$ cat src/rtl/axi_read_arbiter_pkg.sv
// axi_read_arbiter_pkg: shared types and constant AR fields for the read arbiter
package axi_read_arbiter_pkg;
  typedef enum logic [1:0] {IDLE, ADDR, DATA, RESP} state_e;
  typedef enum logic {SRC_IF, SRC_MEM} src_e;
  localparam logic [1:0] RESP_OKAY = 2'b00;
  localparam logic [7:0] AR_LEN    = 8'd0;
  localparam logic [2:0] AR_SIZE   = 3'b010;
  localparam logic [1:0] AR_BURST  = 2'b00;
  localparam logic [1:0] AR_LOCK   = 2'b00;
  localparam logic [3:0] AR_CACHE  = 4'b0000;
  localparam logic [2:0] AR_PROT   = 3'b001;
endpackage

$ cat src/rtl/axi_kseg_map.sv
// axi_kseg_map: folds the kseg0/kseg1 windows onto physical low memory
module axi_kseg_map (
  input  logic [31:0] vaddr,
  output logic [31:0] paddr
);
  always_comb paddr = (vaddr[31:29] == 3'b100 || vaddr[31:29] == 3'b101) ? {3'b000, vaddr[28:0]} : vaddr;
endmodule

$ cat src/rtl/axi_read_arbiter.sv
// axi_read_arbiter: shares one AXI read channel between IF and MEM, one transaction in flight
module axi_read_arbiter
  import axi_read_arbiter_pkg::*;
#(
  parameter int         STARVE_LIMIT = 8,
  parameter logic [3:0] ID_IF        = 4'd0,
  parameter logic [3:0] ID_MEM       = 4'd1
) (
  input  logic        clk,
  input  logic        reset,
  input  logic        if_req,
  input  logic [31:0] if_addr,
  output logic        if_gnt,
  output logic        if_rvalid,
  input  logic        if_rready,
  output logic [31:0] if_rdata,
  input  logic        mem_req,
  input  logic [31:0] mem_addr,
  output logic        mem_gnt,
  output logic        mem_rvalid,
  input  logic        mem_rready,
  output logic [31:0] mem_rdata,
  input  logic        flush,
  output logic        rd_err,
  output logic [3:0]  arid,
  output logic [31:0] araddr,
  output logic [7:0]  arlen,
  output logic [2:0]  arsize,
  output logic [1:0]  arburst,
  output logic [1:0]  arlock,
  output logic [3:0]  arcache,
  output logic [2:0]  arprot,
  output logic        arvalid,
  input  logic        arready,
  input  logic [3:0]  rid,
  input  logic [31:0] rdata,
  input  logic [1:0]  rresp,
  input  logic        rlast,
  input  logic        rvalid,
  output logic        rready
);
  localparam int SW = $clog2(STARVE_LIMIT + 1);
  state_e        state_q, state_d;
  src_e          owner_q, owner_d;
  logic [3:0]    arid_q, arid_d;
  logic [31:0]   addr_q, addr_d, rdata_q, rdata_d, sel_vaddr, sel_paddr;
  logic          err_q, err_d, drop_q, drop_d;
  logic [SW-1:0] starve_q, starve_d;
  logic          idle, at_limit, if_win, mem_win, if_flush;
  logic          unused;
  assign unused = rlast;
  axi_kseg_map u_map (.vaddr(sel_vaddr), .paddr(sel_paddr));
  always_comb begin
    idle      = reset && state_q == IDLE;
    at_limit  = starve_q == SW'(STARVE_LIMIT);
    if_win    = idle && if_req && !flush && (!mem_req || at_limit);
    mem_win   = idle && mem_req && !if_win;
    if_flush  = flush && owner_q == SRC_IF;
    sel_vaddr = if_win ? if_addr : mem_addr;
    state_d   = state_q;
    owner_d   = owner_q;
    arid_d    = arid_q;
    addr_d    = addr_q;
    rdata_d   = rdata_q;
    err_d     = err_q;
    drop_d    = drop_q;
    case (state_q)
      IDLE: if (if_win || mem_win) begin
        state_d = ADDR;
        owner_d = if_win ? SRC_IF : SRC_MEM;
        arid_d  = if_win ? ID_IF : ID_MEM;
        addr_d  = sel_paddr;
      end
      ADDR: begin
        drop_d  = drop_q || if_flush;
        state_d = arready ? DATA : ADDR;
      end
      DATA: begin
        drop_d = drop_q || if_flush;
        if (rvalid) begin
          state_d = drop_d ? IDLE : RESP;
          rdata_d = rdata;
          err_d   = rresp != RESP_OKAY || rid != arid_q;
        end
      end
      RESP: if (if_flush || (owner_q == SRC_IF ? if_rready : mem_rready)) state_d = IDLE;
      default: state_d = IDLE;
    endcase
    if (state_d == IDLE) drop_d = 1'b0;
    starve_d = if_win ? '0 : (if_req && (mem_win || state_q != IDLE) && !at_limit) ? starve_q + SW'(1) : starve_q;
  end
  always_ff @(posedge clk or negedge reset)
    if (!reset) begin
      state_q  <= IDLE;
      owner_q  <= SRC_IF;
      arid_q   <= '0;
      addr_q   <= '0;
      rdata_q  <= '0;
      err_q    <= 1'b0;
      drop_q   <= 1'b0;
      starve_q <= '0;
    end else begin
      state_q  <= state_d;
      owner_q  <= owner_d;
      arid_q   <= arid_d;
      addr_q   <= addr_d;
      rdata_q  <= rdata_d;
      err_q    <= err_d;
      drop_q   <= drop_d;
      starve_q <= starve_d;
    end
  assign if_gnt     = if_win;
  assign mem_gnt    = mem_win;
  assign arvalid    = state_q == ADDR;
  assign araddr     = addr_q;
  assign arid       = arid_q;
  assign rready     = state_q == DATA;
  assign if_rvalid  = state_q == RESP && owner_q == SRC_IF;
  assign mem_rvalid = state_q == RESP && owner_q == SRC_MEM;
  assign rd_err     = state_q == RESP && err_q;
  assign if_rdata   = rdata_q;
  assign mem_rdata  = rdata_q;
  assign arlen      = AR_LEN;
  assign arsize     = AR_SIZE;
  assign arburst    = AR_BURST;
  assign arlock     = AR_LOCK;
  assign arcache    = AR_CACHE;
  assign arprot     = AR_PROT;
endmodule

$ cat config.mk
export PLATFORM = sky130hd
export DESIGN_NAME = axi_read_arbiter
export DESIGN_NICKNAME = d
export VERILOG_FILES = /design/src/rtl/axi_read_arbiter_pkg.sv /design/src/rtl/axi_kseg_map.sv /design/src/rtl/axi_read_arbiter.sv
export SDC_FILE = /design/constraint.sdc
export NUM_CORES = 1
export LEC_CHECK = 0
export BUFFER_PORTS_ARGS = -buffer_cell sky130_fd_sc_hd__buf_2
export CELL_PAD_IN_SITES_DETAIL_PLACEMENT = 0
export CELL_PAD_IN_SITES_GLOBAL_PLACEMENT = 1
export CORE_MARGIN = 2
export CORE_UTILIZATION = 35
export DETAILED_ROUTE_END_ITERATION = 16
export HOLD_SLACK_MARGIN = 0.1
export PLACE_DENSITY = 0.95
export SETUP_SLACK_MARGIN = 0.3
export SKIP_LAST_GASP = 1
export SLEW_MARGIN = 0
export SYNTH_ARGS = -nofsm -noshare
export SYNTH_HDL_FRONTEND = slang
export SYNTH_HIERARCHICAL = 1
export SYNTH_SLANG_ARGS = --single-unit
$ cat constraint.sdc
create_clock -name clk -period 5.9 [get_ports clk]
set_input_delay 0.59 -clock clk [delete_from_list [all_inputs] [get_ports clk]]
set_output_delay 0.59 -clock clk [all_outputs]
set_load 0.01 [all_outputs]
# --- Word-level counts from Yosys, hierarchy flattened ---
# Cells that the tools add are included.
word_totals:
  reg_bits: 77
  out_inout_bits: 129
  word_cells: 64
classes:
  addsub: 1
  eq_ne: 7
  n_mux: 15
  bitwise_logic: 1
  reduce_logical: 32
op_table:
  columns: ["operator", "count"]
  rows:
  - ["2-to-1 mux 32 bit", 2]
  - ["logical AND 1 bit", 12]
  - ["2-to-1 mux 2 bit", 5]
  - ["2-to-1 mux 4 bit", 2]
  - ["case mux 2 bit (4 select lines)", 1]
  - ["nonzero test 2 bit", 4]
  - ["logical OR 1 bit", 7]
  - ["== test 3 bit, second input constant", 2]
  - ["2-to-1 mux 1 bit", 5]
  - ["adder 4 x 1 -> 4 bit, second input constant", 1]
  - ["== test 2 bit, second input constant", 2]
  - ["== test 4 bit, second input constant", 1]
  - ["zero test 1 bit", 4]
  - ["zero test 2 bit", 2]
  - ["inequality test 4 bit", 1]
  - ["AND reduction 2 bit", 2]
  - ["== test 2 x 1 -> 1 bit, second input constant", 1]
  - ["OR reduction 2 bit", 1]
  - ["NOT 1 bit", 1]

# --- Logic depth before layout (Yosys ltp) ---
logic_depth:
  depth_word: 12
  depth_mapped: 10
  ltp_nobuf: 8

# --- Cells and area by module ---
# The synthesis kept the hierarchy.
by_module_without_submodules:
  columns: ["module", "n_inst", "cells_each", "area_each_um2", "seq_area_each_um2"]
  rows:
  - ["axi_read_arbiter", 1, 305, 3890.0, 1826.8]
  - ["axi_kseg_map", 1, 33, 240.2, 0.0]

# --- Worst setup path after synthesis ---
# Ideal clock, no wire load.
synth_timing:
  path_kind: "input-to-reg"
  startpoint: "in flush"
  endpoint: "reg addr_q[31], in the netlist araddr[31]"
  arrival_ps: 2095
  required_time_ps: 5775
  setup_slack_ps: 3680
  stages: 7
  path_buffers: 2
  cell_sequence: "nand2b_1 -> a211oi_4 -> buf_6 -> buf_6 -> mux2_1 -> and2_2 -> mux2_2"
synth_via:
  elab_chain_len: 7
  elab_cells_between_ends: 12
  classes_between: "eq/ne: 2; mux: 2; reduce/logical: 8"
synth_rtl:
  columns: ["element", "line_no", "source"]
  rows:
  - ["start, declared", "axi_read_arbiter.sv:23", "input logic flush,"]
  - ["zero test 1 bit (*)", "axi_read_arbiter.sv:56", "if_win = idle && if_req && !flush && (!mem_req || at_limit);"]
  - ["logical AND 1 bit (*) (2 in a row)", "axi_read_arbiter.sv:56", null]
  - ["named net if_gnt", "axi_read_arbiter.sv:13", "output logic if_gnt,"]
  - ["2-to-1 mux 32 bit (*)", "axi_read_arbiter.sv:59", "sel_vaddr = if_win ? if_addr : mem_addr;"]
  - ["named net sel_vaddr[30]", "axi_read_arbiter.sv:46", "logic [31:0] addr_q, addr_d, rdata_q, rdata_d, sel_vaddr, sel_paddr;"]
  - ["== test 3 bit", "axi_kseg_map.sv:6", "always_comb paddr = (vaddr[31:29] == 3'b100 || vaddr[31:29] == 3'b101) ? {3'b000, vaddr[28:0]} : vaddr;"]
  - ["logical OR 1 bit (*)", "axi_kseg_map.sv:6", null]
  - ["2-to-1 mux 32 bit (*)", "axi_kseg_map.sv:6", null]
  - ["named net sel_paddr[31]", "axi_read_arbiter.sv:46", null]
  - ["end signal, assigned", "axi_read_arbiter.sv:106", "addr_q <= addr_d;"]
  - ["end, declared", "axi_read_arbiter.sv:46", null]
# Mark *: on every way through the listed nets, which the timed path passes. The rest lies on a longest branch.
# A chain may end at the register's enable or synchronous reset.

# --- Worst setup path after layout ---
layout_timing:
  startpoint: "reg state_q[1]"
  endpoint: "out mem_gnt"
layout_via:
  elab_chain_len: 7
  elab_cells_between_ends: 8
  classes_between: "reduce/logical: 8"
layout_rtl:
  columns: ["element", "line_no", "source"]
  rows:
  - ["start, declared", "axi_read_arbiter.sv:43", "state_e state_q, state_d;"]
  - ["start signal, assigned", "axi_read_arbiter.sv:103", "state_q <= state_d;"]
  - ["zero test 2 bit (*)", "axi_read_arbiter.sv:54", "idle = reset && state_q == IDLE;"]
  - ["logical AND 1 bit (*)", "axi_read_arbiter.sv:54", null]
  - ["logical AND 1 bit (3 in a row)", "axi_read_arbiter.sv:56", null]
  - ["zero test 1 bit", "axi_read_arbiter.sv:57", "mem_win = idle && mem_req && !if_win;"]
  - ["logical AND 1 bit (*)", "axi_read_arbiter.sv:57", null]
  - ["end, declared", "axi_read_arbiter.sv:19", "output logic mem_gnt,"]
# Mark *: on every way between the ends. The rest lies on a longest branch, timed or not.

==> metrics <==
die width=~110 um; PD cells=496.3 mW/mm^2; Synth area leaders=dfrtp_1, mux2_2, buf_4; final design utilization=44.19%; Ports=241; CTS Sinks=73; Slew Limit Fails=0; worst hold path class=reg2reg; chip height=about 110 um; initial antenna violation count=0; wire per inst=13.46 um; outcome=finished, final reports clean; DRT iter0 DRCs=83; Core ar.=0.01147 sq mm; pre-CTS setup slack=3.283 ns; dpl cells=623; post-route minimum period=2.740 ns; Ant. Diodes=0; RePlAce Congestion=roughly 0.74; CTS tree=done; ratio of cells with drive above 1 in the final layout=66.53%; Lkg Pwr=2.616 nW; setup TNS=0 ns; Overflow after GRT=0; H-tree lvl count=3; reg2reg start=state_q[1]; DR vias/cell=4.433; DP HPWL=6.630 mm; FMAX=365.0 MHz; Post-Syn Area=0.004130 sq mm; area grow syn2layout=22.69%; Routed WL=between 8 and 9 mm; Worst EP required=5.31 ns; post-synth top area share=44.23%; Startpoint Class=register; Clock Path Buffers=2; clk_lat worst skew=0.32 ns; post-synth top area cell=dfrtp_1; Hold Startpoint=err_q; Post-CTS Hold Buffers=0; CP startpoint=state_q[1]; root buffer cell=clkbuf_16; clk slew on worst S/H paths=approximately 0.06 ns; row count=39; Post-route DRC=0; worst vdd ir=0.2164 mV; total power=around 2.5 mW; CP max FO=38; Post-CTS Resized=0; Final Net Count=610; port bufs=214; #FFs+latches synth=73; syn avg cell area=roughly 12 sq um; final hold viol count=0; RSZ-0062 raised after global routing=false; first-pass GRT wire length=approximately 13 mm; post-CTS setup buffers=0; GRT Total Usage=approximately an eighth; Max Cap Viol=0; Via Count=2833; ANT nets after route=0; Slew headroom=a little over a quarter; Pre-Repair DR Iteration Count=4; crit-path max cell delay=between 0.4 and 0.5 ns; crit path DAT=2.15 ns; fill cell count=1089; Setup WS post-layout=3.160 ns; area of the die=0.01269 sq mm; number of buffers and inverters on the critical path=3; TritonCTS Buffers=9; CP Class=reg2out; fin cells=639; part of the cycle the worst path needs=a little under half; Syn. warnings=6; largest net degree at the start of global routing=76; Distinct cells, synth=38; Initial Utilization=36.02%; slowest CP cell=buf_4; Mapped Cells=338; crit-path cells=inv_1, ha_1, nand2_1, a211oi_4, buf_4, nor2_1, buf_2; Tightest Pin Transition=1.097 ns; Largest delay share family, worst path=buffers and inverters; endpoints failing setup=0; sequential fraction of the synthesis area=44.23%; Max Clock Skew=roughly 0.0062 ns; CP endpoint kind=output port; vias in the first global route=2760
cell families after synthesis:
logic type	count (synthesis)	share of synthesized area (%)
adders and majority gates	7	2.120
xor gates and xnor gates	4	0.8484
other	2	0.1818
AOI/OAI and AO/OA	16	3.090
and+or+nand+nor	31	4.211
DFF	73	44.23
buffers and inverters	108	18.90
muxes	97	26.42
metrics by stage:
step,hold slack (ns),instance area (sq um)
floorplan,0.2944,4217
detailed placement,0.4808,4756
global route,0.4867,5067
global placement,0.4537,4756
finish,0.4878,5067
CTS,0.4818,5067
worst paths after layout:
check / end / slack, ns / cells past startpoint
worst max-delay path: mem_gnt / 3.16 / 7
worst min-delay path: err_q / 0.49 / 2
worst max register to register: araddr[31] / 3.36 / 8
worst min register to register: err_q / 0.49 / 2
max in group asynchronous: if_rdata[15] / 4.75 / 2
min in group asynchronous: err_q / 0.53 / 2
flip-flops by register name, summed over array words and instances (netlist names):
| signal | cells |
|---|---|
| araddr | 32 |
| arid | 1 |
| drop_q | 1 |
| err_q | 1 |
| if_rdata | 32 |
| starve_q | 4 |
| state_q | 2 |
cell usage in the layout (no fill, tap or decap), drive strengths merged, types with 2 or more instances in the layout:
master and n:
o21ai 2, a21oi 4, dfrtp 73, nor2 6
inv 10, clkbuf 10, and2 3, clkinv 3
nor2b 2, nand2b 4, nand2 8, buf 217
xor2 3, nand4 2, mux2 96, conb 25
bufinv 2, nand3 2, ha 7
worst register-to-register path: stages (launching register included):
cell and delay [ns]:
dfrtp_1 0.44, inv_1 0.13, ha_1 0.21, nand2_1 0.15, a211oi_4 0.19, buf_4 0.46, mux2_2 0.41, and2_2 0.19
mux2_2 0.25
per-layer routing:
metal  GRT usage [%]  vias up  part of all wire, %
met4           4.146        0                  1.3
met1           14.74     1355                   39
met3           3.672        8                  6.7
met5               0        -                    0
met2           24.23      120                   53
li1                -     1350                    -
synth_stat cells (all sizes together):
library cell  number
a21boi             1
a21oi              4
xnor2              1
o311ai             1
nand4              2
buf               97
inv               10
a2bb2oi            1
xor2               3
o31ai              1
a211oi             1
a31oi              1
or4                1
mux2i              1
clkbuf             1
or3b               1
dfrtp             73
nand2              8
nand3b             1
mux2              96
and2               3
o211ai             1
nand2b             4
ha                 7
o221ai             1
a21bo              1
nor2               6
nand3              2
o2111ai            1
conb               2
nor3               1
o21ai              2
nor2b              2
power breakdown:
group | switching, mW | total, mW | internal [mW]
Combinational | 0.513 | 1.04 | 0.530
Sequential | 0.151 | 0.904 | 0.753
Clock | 0.200 | 0.568 | 0.368
Total | 0.864 | 2.52 | 1.65
area by class of cell:
| class | count | area (sq um) | share of cell area [%] |
|---|---|---|---|
| Multi-Input combinational cell | 180 | 1617 | 31.90 |
| Clock inverter | 6 | 82.58 | 1.630 |
| Sequential cell | 73 | 1827 | 36.05 |
| Timing Repair Buffer | 217 | 1096 | 21.63 |
| Inverter | 10 | 37.54 | 0.7407 |
| Tap cell | 143 | 178.9 | 3.531 |
| Clock buffer | 10 | 229.0 | 4.519 |
No activity file was read; power rests on OpenSTA's default activity.
